--- config.mk ---
export PLATFORM = sky130hd
export DESIGN_NAME = mips_regfile
export DESIGN_NICKNAME = d
export VERILOG_FILES = /design/src/rtl/mips_pkg.sv /design/src/rtl/mips_regfile_rdport.sv /design/src/rtl/mips_regfile.sv
export SDC_FILE = /design/constraint.sdc
export NUM_CORES = 2
export LEC_CHECK = 0
export ABC_AREA = 0
export BUFFER_PORTS_ARGS = -buffer_cell sky130_fd_sc_hd__buf_2
export CAP_MARGIN = 5
export CORE_ASPECT_RATIO = 1.1
export CORE_MARGIN = 10
export CORE_UTILIZATION = 60
export CTS_CLUSTER_DIAMETER = 120
export DETAILED_ROUTE_END_ITERATION = 10
export PLACE_DENSITY_LB_ADDON = 0.05
export SLEW_MARGIN = 20
export SYNTH_ARGS = -nofsm -noshare
export SYNTH_HDL_FRONTEND = slang
export SYNTH_SLANG_ARGS = --single-unit
--- constraint.sdc ---
create_clock -name clk -period 4.7 [get_ports clk]
set_input_delay 0.47 -clock clk [delete_from_list [all_inputs] [get_ports clk]]
set_output_delay 0.47 -clock clk [all_outputs]
set_load 0.05 [all_outputs]
--- src/rtl/mips_pkg.sv ---
// -----------------------------------------------------------------------------
// mips_pkg
//
// Shared definitions for the single-cycle MIPS-like core: datapath widths,
// register-file geometry, the $0 index and the ALU operation codes, so that
// control, ALU and register file agree on one set of constants.
//
// Contents:
//   DATA_W, ADDR_W, NUM_REGS, REG_ZERO : datapath / register-file geometry
//   word_t, reg_addr_t                 : data word and register index types
//   alu_op_e                           : ALU operation codes (add .. slt)
// -----------------------------------------------------------------------------
package mips_pkg;

  localparam int unsigned DATA_W   = 32'd32;
  localparam int unsigned ADDR_W   = 32'd5;
  localparam int unsigned NUM_REGS = 32'd32;
  localparam int unsigned REG_ZERO = 32'd0;

  typedef logic [DATA_W-1:0] word_t;
  typedef logic [ADDR_W-1:0] reg_addr_t;

  // ALU operation codes, shared by the main control decoder and the ALU.
  typedef enum logic [3:0] {
    ALU_ADD = 4'b0001,
    ALU_SUB = 4'b0010,
    ALU_AND = 4'b0011,
    ALU_OR  = 4'b0100,
    ALU_SLT = 4'b0101
  } alu_op_e;

endpackage : mips_pkg

--- src/rtl/mips_regfile_rdport.sv ---
// -----------------------------------------------------------------------------
// mips_regfile_rdport
//
// One combinational read port of the register file. Selects an entry from the
// flattened register array, forces index 0 to zero, and (when the build
// defines MIPS_REGFILE_BYPASS_EN) forwards the in-flight write data when the
// port reads the register being written in the same cycle.
//
// Configuration macro: MIPS_REGFILE_BYPASS_EN (write-through forwarding).
//
// Ports:
//   regs_i      : all register contents, entry 0 is ignored (reads as zero)
//   raddr_i     : read index
//   bypass_en_i : enables forwarding for this port (bypass build only)
//   we_i        : write enable of the write port (bypass build only)
//   waddr_i     : write index (bypass build only)
//   wdata_i     : write data (bypass build only)
//   rdata_o     : read data
// -----------------------------------------------------------------------------
module mips_regfile_rdport #(
  parameter int unsigned DATA_W = 32'd32,
  parameter int unsigned ADDR_W = 32'd5
) (
  input  logic [(2**ADDR_W)-1:0][DATA_W-1:0] regs_i,
  input  logic [ADDR_W-1:0]                  raddr_i,
`ifdef MIPS_REGFILE_BYPASS_EN
  input  logic                               bypass_en_i,
  input  logic                               we_i,
  input  logic [ADDR_W-1:0]                  waddr_i,
  input  logic [DATA_W-1:0]                  wdata_i,
`endif
  output logic [DATA_W-1:0]                  rdata_o
);

  import mips_pkg::*;

  logic is_zero_s;

  assign is_zero_s = (raddr_i == ADDR_W'(REG_ZERO));

`ifdef MIPS_REGFILE_BYPASS_EN
  logic fwd_s;

  // Forward only a write that will actually commit; $0 never commits.
  assign fwd_s = bypass_en_i && we_i &&
                 (waddr_i != ADDR_W'(REG_ZERO)) && (waddr_i == raddr_i);

  // Read mux: $0 rule takes priority over forwarding, then array contents.
  always_comb begin
    rdata_o = {DATA_W{1'b0}};
    if (is_zero_s) begin
      rdata_o = {DATA_W{1'b0}};
    end else if (fwd_s) begin
      rdata_o = wdata_i;
    end else begin
      rdata_o = regs_i[raddr_i];
    end
  end
`else
  // Read mux: $0 rule, otherwise array contents (pre-write value).
  always_comb begin
    rdata_o = {DATA_W{1'b0}};
    if (is_zero_s) begin
      rdata_o = {DATA_W{1'b0}};
    end else begin
      rdata_o = regs_i[raddr_i];
    end
  end
`endif

endmodule : mips_regfile_rdport

--- src/rtl/mips_regfile.sv ---
// -----------------------------------------------------------------------------
// mips_regfile
//
// 32 x 32-bit general-purpose register file for the single-cycle core.
// Two combinational operand read ports (A -> ALU input1, B -> ALU input2 /
// store data), one synchronous write port for write-back data, and a third
// non-intrusive debug read port. Register $0 is hard-wired to zero and is
// not stored. wr_count counts committed (non-$0) writes and saturates.
//
// Configuration macro: MIPS_REGFILE_BYPASS_EN -- when defined, ports A and B
// forward same-cycle write data; the debug port never forwards.
//
// Ports:
//   clk      : system clock, writes on rising edge
//   rst_n    : asynchronous active-low reset
//   raddr_a  : read port A index       rdata_a : read port A data
//   raddr_b  : read port B index       rdata_b : read port B data
//   we       : write enable (RegWrite)
//   waddr    : write index             wdata   : write-back data
//   dbg_addr : debug read index        dbg_data: debug read data
//   wr_count : committed write count, saturating at 16'hFFFF
// -----------------------------------------------------------------------------
module mips_regfile #(
  parameter int unsigned       DATA_W    = 32'd32,
  parameter int unsigned       ADDR_W    = 32'd5,
  parameter logic [DATA_W-1:0] RESET_VAL = 32'h0000_0000
) (
  input  logic              clk,
  input  logic              rst_n,
  input  logic [ADDR_W-1:0] raddr_a,
  output logic [DATA_W-1:0] rdata_a,
  input  logic [ADDR_W-1:0] raddr_b,
  output logic [DATA_W-1:0] rdata_b,
  input  logic              we,
  input  logic [ADDR_W-1:0] waddr,
  input  logic [DATA_W-1:0] wdata,
  input  logic [ADDR_W-1:0] dbg_addr,
  output logic [DATA_W-1:0] dbg_data,
  output logic [15:0]       wr_count
);

  import mips_pkg::*;

  localparam int unsigned NUM_ENTRIES = 2**ADDR_W;

  // Entry 0 has no storage: it is $0 and always reads zero.
  logic [DATA_W-1:0]                   regs_q [NUM_ENTRIES-1:1];
  logic [NUM_ENTRIES-1:0][DATA_W-1:0]  regs_flat_s;
  logic                                commit_s;
  logic [15:0]                         cnt_q;
  logic [15:0]                         cnt_d;

  assign commit_s = we && (waddr != ADDR_W'(REG_ZERO));

  // Register array: async reset to RESET_VAL, commit one entry per write.
  always_ff @(posedge clk or negedge rst_n) begin
    if (!rst_n) begin
      for (int i = 1; i < NUM_ENTRIES; i++) begin
        regs_q[i] <= RESET_VAL;
      end
    end else begin
      for (int i = 1; i < NUM_ENTRIES; i++) begin
        if (commit_s && (waddr == ADDR_W'(i))) begin
          regs_q[i] <= wdata;
        end
      end
    end
  end

  // Flatten the array for the read muxes; slot 0 is a constant zero.
  always_comb begin
    regs_flat_s    = '{default: {DATA_W{1'b0}}};
    regs_flat_s[0] = {DATA_W{1'b0}};
    for (int i = 1; i < NUM_ENTRIES; i++) begin
      regs_flat_s[i] = regs_q[i];
    end
  end

  // Write-counter next state: +1 per committed write, sticky at all-ones.
  always_comb begin
    cnt_d = cnt_q;
    if (commit_s && (cnt_q != 16'hFFFF)) begin
      cnt_d = cnt_q + 16'd1;
    end else begin
      cnt_d = cnt_q;
    end
  end

  // Write-counter register.
  always_ff @(posedge clk or negedge rst_n) begin
    if (!rst_n) begin
      cnt_q <= 16'h0000;
    end else begin
      cnt_q <= cnt_d;
    end
  end

  assign wr_count = cnt_q;

  mips_regfile_rdport #(
    .DATA_W (DATA_W),
    .ADDR_W (ADDR_W)
  ) u_rdport_a (
    .regs_i      (regs_flat_s),
    .raddr_i     (raddr_a),
`ifdef MIPS_REGFILE_BYPASS_EN
    .bypass_en_i (1'b1),
    .we_i        (we),
    .waddr_i     (waddr),
    .wdata_i     (wdata),
`endif
    .rdata_o     (rdata_a)
  );

  mips_regfile_rdport #(
    .DATA_W (DATA_W),
    .ADDR_W (ADDR_W)
  ) u_rdport_b (
    .regs_i      (regs_flat_s),
    .raddr_i     (raddr_b),
`ifdef MIPS_REGFILE_BYPASS_EN
    .bypass_en_i (1'b1),
    .we_i        (we),
    .waddr_i     (waddr),
    .wdata_i     (wdata),
`endif
    .rdata_o     (rdata_b)
  );

  // Debug port observes committed state only, so forwarding is tied off.
  mips_regfile_rdport #(
    .DATA_W (DATA_W),
    .ADDR_W (ADDR_W)
  ) u_rdport_dbg (
    .regs_i      (regs_flat_s),
    .raddr_i     (dbg_addr),
`ifdef MIPS_REGFILE_BYPASS_EN
    .bypass_en_i (1'b0),
    .we_i        (we),
    .waddr_i     (waddr),
    .wdata_i     (wdata),
`endif
    .rdata_o     (dbg_data)
  );

endmodule : mips_regfile

## Word-level counts from Yosys, hierarchy flattened

Cells that the tools add are included.

| storage, ports and cells | value |
|---|---|
| flip-flop bits (word level) | 1,008 |
| output and inout port bits | 112 |

| operators by class | value |
|---|---|
| multiplexer cells | 9 |
| add/subtract/negate cells | 1 |
| reduce and logical (&&, ||, !) cells | 37 |
| equality and inequality tests | 32 |
| order comparisons | 3 |

Operators with widths:

| operator | count |
|---|---|
| 32-bit binary-select mux with 5-bit select | 3 |
| 32-bit 2-to-1 mux | 6 |
| 5-bit == test, second input constant | 16 |
| 5-bit by 4-bit == test with 1-bit output, second input constant | 8 |
| 1-bit logical AND | 33 |
| 5-bit by 3-bit == test with 1-bit output, second input constant | 4 |
| 5-bit by 6-bit < comparator with 1-bit output, second input constant | 3 |
| 16-bit by 1-bit adder with 16-bit output, second input constant | 1 |
| 16-bit != test, second input constant | 1 |
| 5-bit zero test | 3 |
| 5-bit by 2-bit == test with 1-bit output, second input constant | 2 |
| 5-bit by 1-bit == test with 1-bit output, second input constant | 1 |
| 5-bit nonzero test | 1 |

## Longest topological paths before layout

| depth | value |
|---|---|
| depth in word-level cells | 3 |
| mapped depth | 9 |
| depth with buffers taken out | 5 |

## By module

A second synthesis with hierarchy kept.

| unflattened totals | value |
|---|---|
| cells, all modules | 4,292 |
| area total of the unflattened synthesis | 63,038.0 sq um |

Modules (own cells, without submodules):

| module | area an instance (sq um) | instances | cells each |
|---|---|---|---|
| mips_regfile | 37,933.9 | 1 | 2,300 |
| mips_regfile_rdport | 8,368.0 | 3 | 664 |

## Least setup slack after synthesis

Ideal clock, no wire load.

| path | value |
|---|---|
| path kind | in2out |
| start point | input dbg_addr[2] |
| end point | output dbg_data[14] |
| data required time | 4.230 ns |
| stages on the path | 6 |
| arrival | 2.745 ns |
| setup slack | 1.485 ns |
| buffers on the path | 4 |
| cell sequence | buf_2 -> buf_2 -> buf_1 -> clkbuf_1 -> nand2_1 -> a211oi_1 |

| on the way | value |
|---|---|
| word-level cells in the longest chain between the ends | 3 |

Ends and longest elaborated chain:

| element | line | RTL |
|---|---|---|
| from (decl) | mips_regfile.sv:37 | `input logic [ADDR_W-1:0] dbg_addr,` |
| 32-bit binary-select mux with 5-bit select | mips_regfile_rdport.sv:66 | `rdata_o = regs_i[raddr_i];` |
| 32-bit 2-to-1 mux (implied by the code) | mips_regfile_rdport.sv:66 |  |
| 32-bit 2-to-1 mux (*) | mips_regfile_rdport.sv:63 | `if (is_zero_s) begin` |
| to (decl) | mips_regfile.sv:38 | `output logic [DATA_W-1:0] dbg_data,` |

Mark *: on every way between the ends. The rest lies on a longest branch, timed or not. The select of a mux whose other input is x is not followed.

## Worst setup path after layout

| path | value |
|---|---|
| start point | input dbg_addr[0] |
| end point | output dbg_data[13] |

The elaborated chain is that of the path after synthesis.

==> summary.md <==
| Metric | Value |
|---|---|
| XOR/XNOR Fraction of Synth Area | 0.00141 |
| Dpl cell area | 0.0644 mm^2 |
| Initial Util | 0.606 |
| Hold Path Stages | 3 |
| Synth top area cells | dfrtp_1 (41%), mux4_2 (21%), mux2_2 (20%) |
| CP Data Arrival Time | 3.18 ns |
| Root Driver | clkbuf_16 |
| Share of post-route cells with drive strength above 1 | 0.511 |
| Core area | 0.103 mm^2 |
| CP Cell Sequence | buf_8 -> nor2b_4 -> buf_4 -> a221o_1 -> a31oi_1 -> a211oi_1 -> buf_2 |
| Congestion Overflow GR | 0 |
| Critical Path Source Type | primary input |
| Synth Area in Compound Gates | 0.0507 |
| Syn Nets | 4,322 |
| Syn avg cell area | 14.6 um^2 |
| Post-CTS Setup Repair Bufs | 0 |
| Final setup vio count | 0 |
| WP data required | about 4.2 ns |
| RSZ-0062 raised after global routing | no |
| Post-cts hold buffer count | 1 |
| Clock sinks | about 1,000 |
| Reg-to-reg startpoint | wr_count[7] |
| Place WS | 1.10 ns |
| Horiz. Die Dim | 327 um |
| Die H | 358 um |
| CTS clk-pin slew, worst paths | approximately 0.07 ns |
| Most common cell after layout, fill and taps aside | mux2_2 |
| Gr usage total | 0.358 |
| Slowest CP cell | a211oi_1 |
| Power density over the cells | approximately 430 mW/mm^2 |
| Max Slew Vio Count | 0 |
| Hold Vio Cnt, Final | 0 |
| Layout Cells excl Fill | 5,664 |
| Max stage delay on crit path | 0.70 ns |
| Vias | between 40,000 and 50,000 |
| Cell variety after synth | 55 |
| Largest net degree at the start of global routing | 127 |
| Layout area overhead | 9.69% |
| Post_cts resized | 0 |
| R2R setup slack | between 2 and 2.5 ns |
| Placed wire-length estimate | approximately 120,000 um |
| Ys flop type | dfrtp_1 |
| Setup TNS | 0 ns |
| TritonCTS buffer count | around 110 |
| Clk_skew | 0.00181 ns |
| WL per Instance | ~37 um |
| Clock Latency Late Sink | 0.70 ns |
| Top cell type's share of synthesized area | 0.405 |
| Crit-path max FO | 41 |
| Multiplexer share of the synthesized area | 0.481 |
| Initial DRC count | ~5,700 |
| GPL Wtd Cong | 0.862 |
| Tightest Pin Transition | 1.23 ns |
| Synthesized cell area | 0.0622 mm^2 |
| Post-Route WL | 211,000 um |
| Maximum buffer depth of the clock tree | 3 |
| # nets final | 4,254 |
| Post-synth EDFFs | 0 |
| Worst Hold End | wr_count[4] |
| Worst setup EP type | output port |
| Final Power | about 29 mW |
| First-pass GRT wire length | 307,000 um |
| Vias in the first global route | 43,000 |
| Kind of critical path | primary input to output port |
| Register area share after synthesis | 0.405 |
| Max IR drop VDD | ~0.33 mV |
| H-tree depth | 3 |
| First-pass DRT Iterations | 6 |
| Residual DRC | 0 |
| Num ports | 167 |
| Die Area | 0.117 mm^2 |
| Initial antenna violation count | 18 |
| Simple-gate portion of the synthesized area | 0.0228 |
| CTS tree | yes |
| Beginning of the worst hold path | we |
| Leakage | about 30 nW |
| Largest area contributor in the netlist | dfrtp_1 |
| F_max | 0.274 GHz |
| Post-route setup slack | 1.05 ns |
| Adder-Cell Fraction of Synth Area | 0.000201 |
| Crit path from | dbg_addr[0] |
| Row cnt | 123 |
| Syn. warnings | 0 |
| Final worst path period share | 0.777 |
| Fin area | 0.0683 mm^2 |
| Max_slew headroom | 0.175 |
| Reg-to-Reg End | wr_count[1] |
| MaxCap Viol Count | 0 |
| Vias per cell | 7.59 |
| HP Class | primary input to flip-flop |
| Mapped Cells | 4,266 |
| Synth Register Bits | 1,008 |
| Port buffer count | between 150 and 200 |
| Fin crit period | roughly 3.7 ns |
| Outcome | finished clean |
| Most frequent cells in the layout | mux2_2 (1,089), dfrtp_1 (1,008), mux4_2 (578) |
| Antenna viol nets, final | 0 |
| Asr flop ratio synth | 1.00 |
| Worst reg2reg path depth | 4 |
| Combinational family with the most area after synthesis | multiplexers |
| DP Cell Count | 5,461 |
==> registers in the layout, summed over array words and instances (netlist names) <==
name         flops
wr_count        16
regs_flat_s    992
==> where the power goes <==
group	leakage (nW)	total, mW	internal [mW]	switching, mW
Clock	1.92	9.47	5.73	3.73
Combinational	14.8	7.70	4.18	3.52
Sequential	12.9	12.1	10.4	1.69
Total	29.6	29.2	20.3	8.94
==> synth_stat cells (3+ instances only) <==
master / number
a211o_1: 62
a211oi_1: 22
a21oi_1: 13
a221o_1: 24
a221oi_1: 11
a22oi_1: 86
a31oi_1: 20
and2_1: 4
and3_1: 3
buf_1: 46
buf_2: 168
buf_4: 22
buf_6: 36
clkbuf_1: 201
dfrtp_1: 1008
inv_1: 7
mux2_1: 27
mux2_2: 1089
mux2i_1: 242
mux4_1: 73
mux4_2: 578
nand2_1: 120
nand2b_1: 27
nand3_1: 23
nand4_1: 8
nand4b_1: 4
nor2_1: 86
nor2b_1: 12
nor3_1: 8
nor4_1: 4
o211ai_1: 9
o21a_1: 8
o21ai_0: 73
o22ai_1: 90
o32ai_1: 18
xor2_1: 9
==> how the worst max path moves through the flow <==
stage	to	slack (ns)	cells after the start
finish	dbg_data[13]	1.05	7
global placement	dbg_data[22]	1.04	7
floorplan	dbg_data[14]	1.48	6
global route	dbg_data[13]	1.06	7
CTS	dbg_data[22]	1.09	7
detailed placement	dbg_data[22]	1.10	7
==> area by class of cell <==
class | instances | area [um^2]
Fill cell | 7436 | 34400
Clock buffer | 153 | 3190
Sequential cell | 1008 | 25200
Multi-Input combinational cell | 2774 | 34900
Clock inverter | 44 | 704
Tap cell | 1375 | 1720
Inverter | 7 | 26.3
Antenna cell | 5 | 12.5
Timing Repair Buffer | 298 | 2520
==> stage by stage <==
| stage | hold slack (ns) | util |
|---|---|---|
| after floorplan | 0.174 | - |
| after global placement | 0.497 | 0.627 |
| after detailed placement | 0.499 | 0.627 |
| after CTS | 0.269 | 0.665 |
| after global routing | 0.361 | 0.665 |
| final | 0.295 | 0.665 |
==> layer usage <==
layer | vias up | part of all wire | GRT usage
met5 | - | 0.00068 | 0
met4 | 20 | 0.047 | 0.152
met3 | 557 | 0.12 | 0.108
met2 | 2766 | 0.45 | 0.532
met1 | 22800 | 0.39 | 0.491
li1 | 16900 | - | -
==> kinds of logic after synthesis <==
logic type	count (synthesis)
multiplexers	2009
flip-flops	1008
buffers and inverters	484
AO/OA/AOI/OAI	444
AND/OR/NAND/NOR	310
XOR/XNOR	10
adder cells (fa/ha/maj)	1
==> worst max-delay path: cells and delay by family <==
kind | cells | cell delay (ns)
buf+inv | 3 | 1.31
simple gates | 1 | 0.26
compound gates | 3 | 1.06
(Power assumes the default switching activity.)
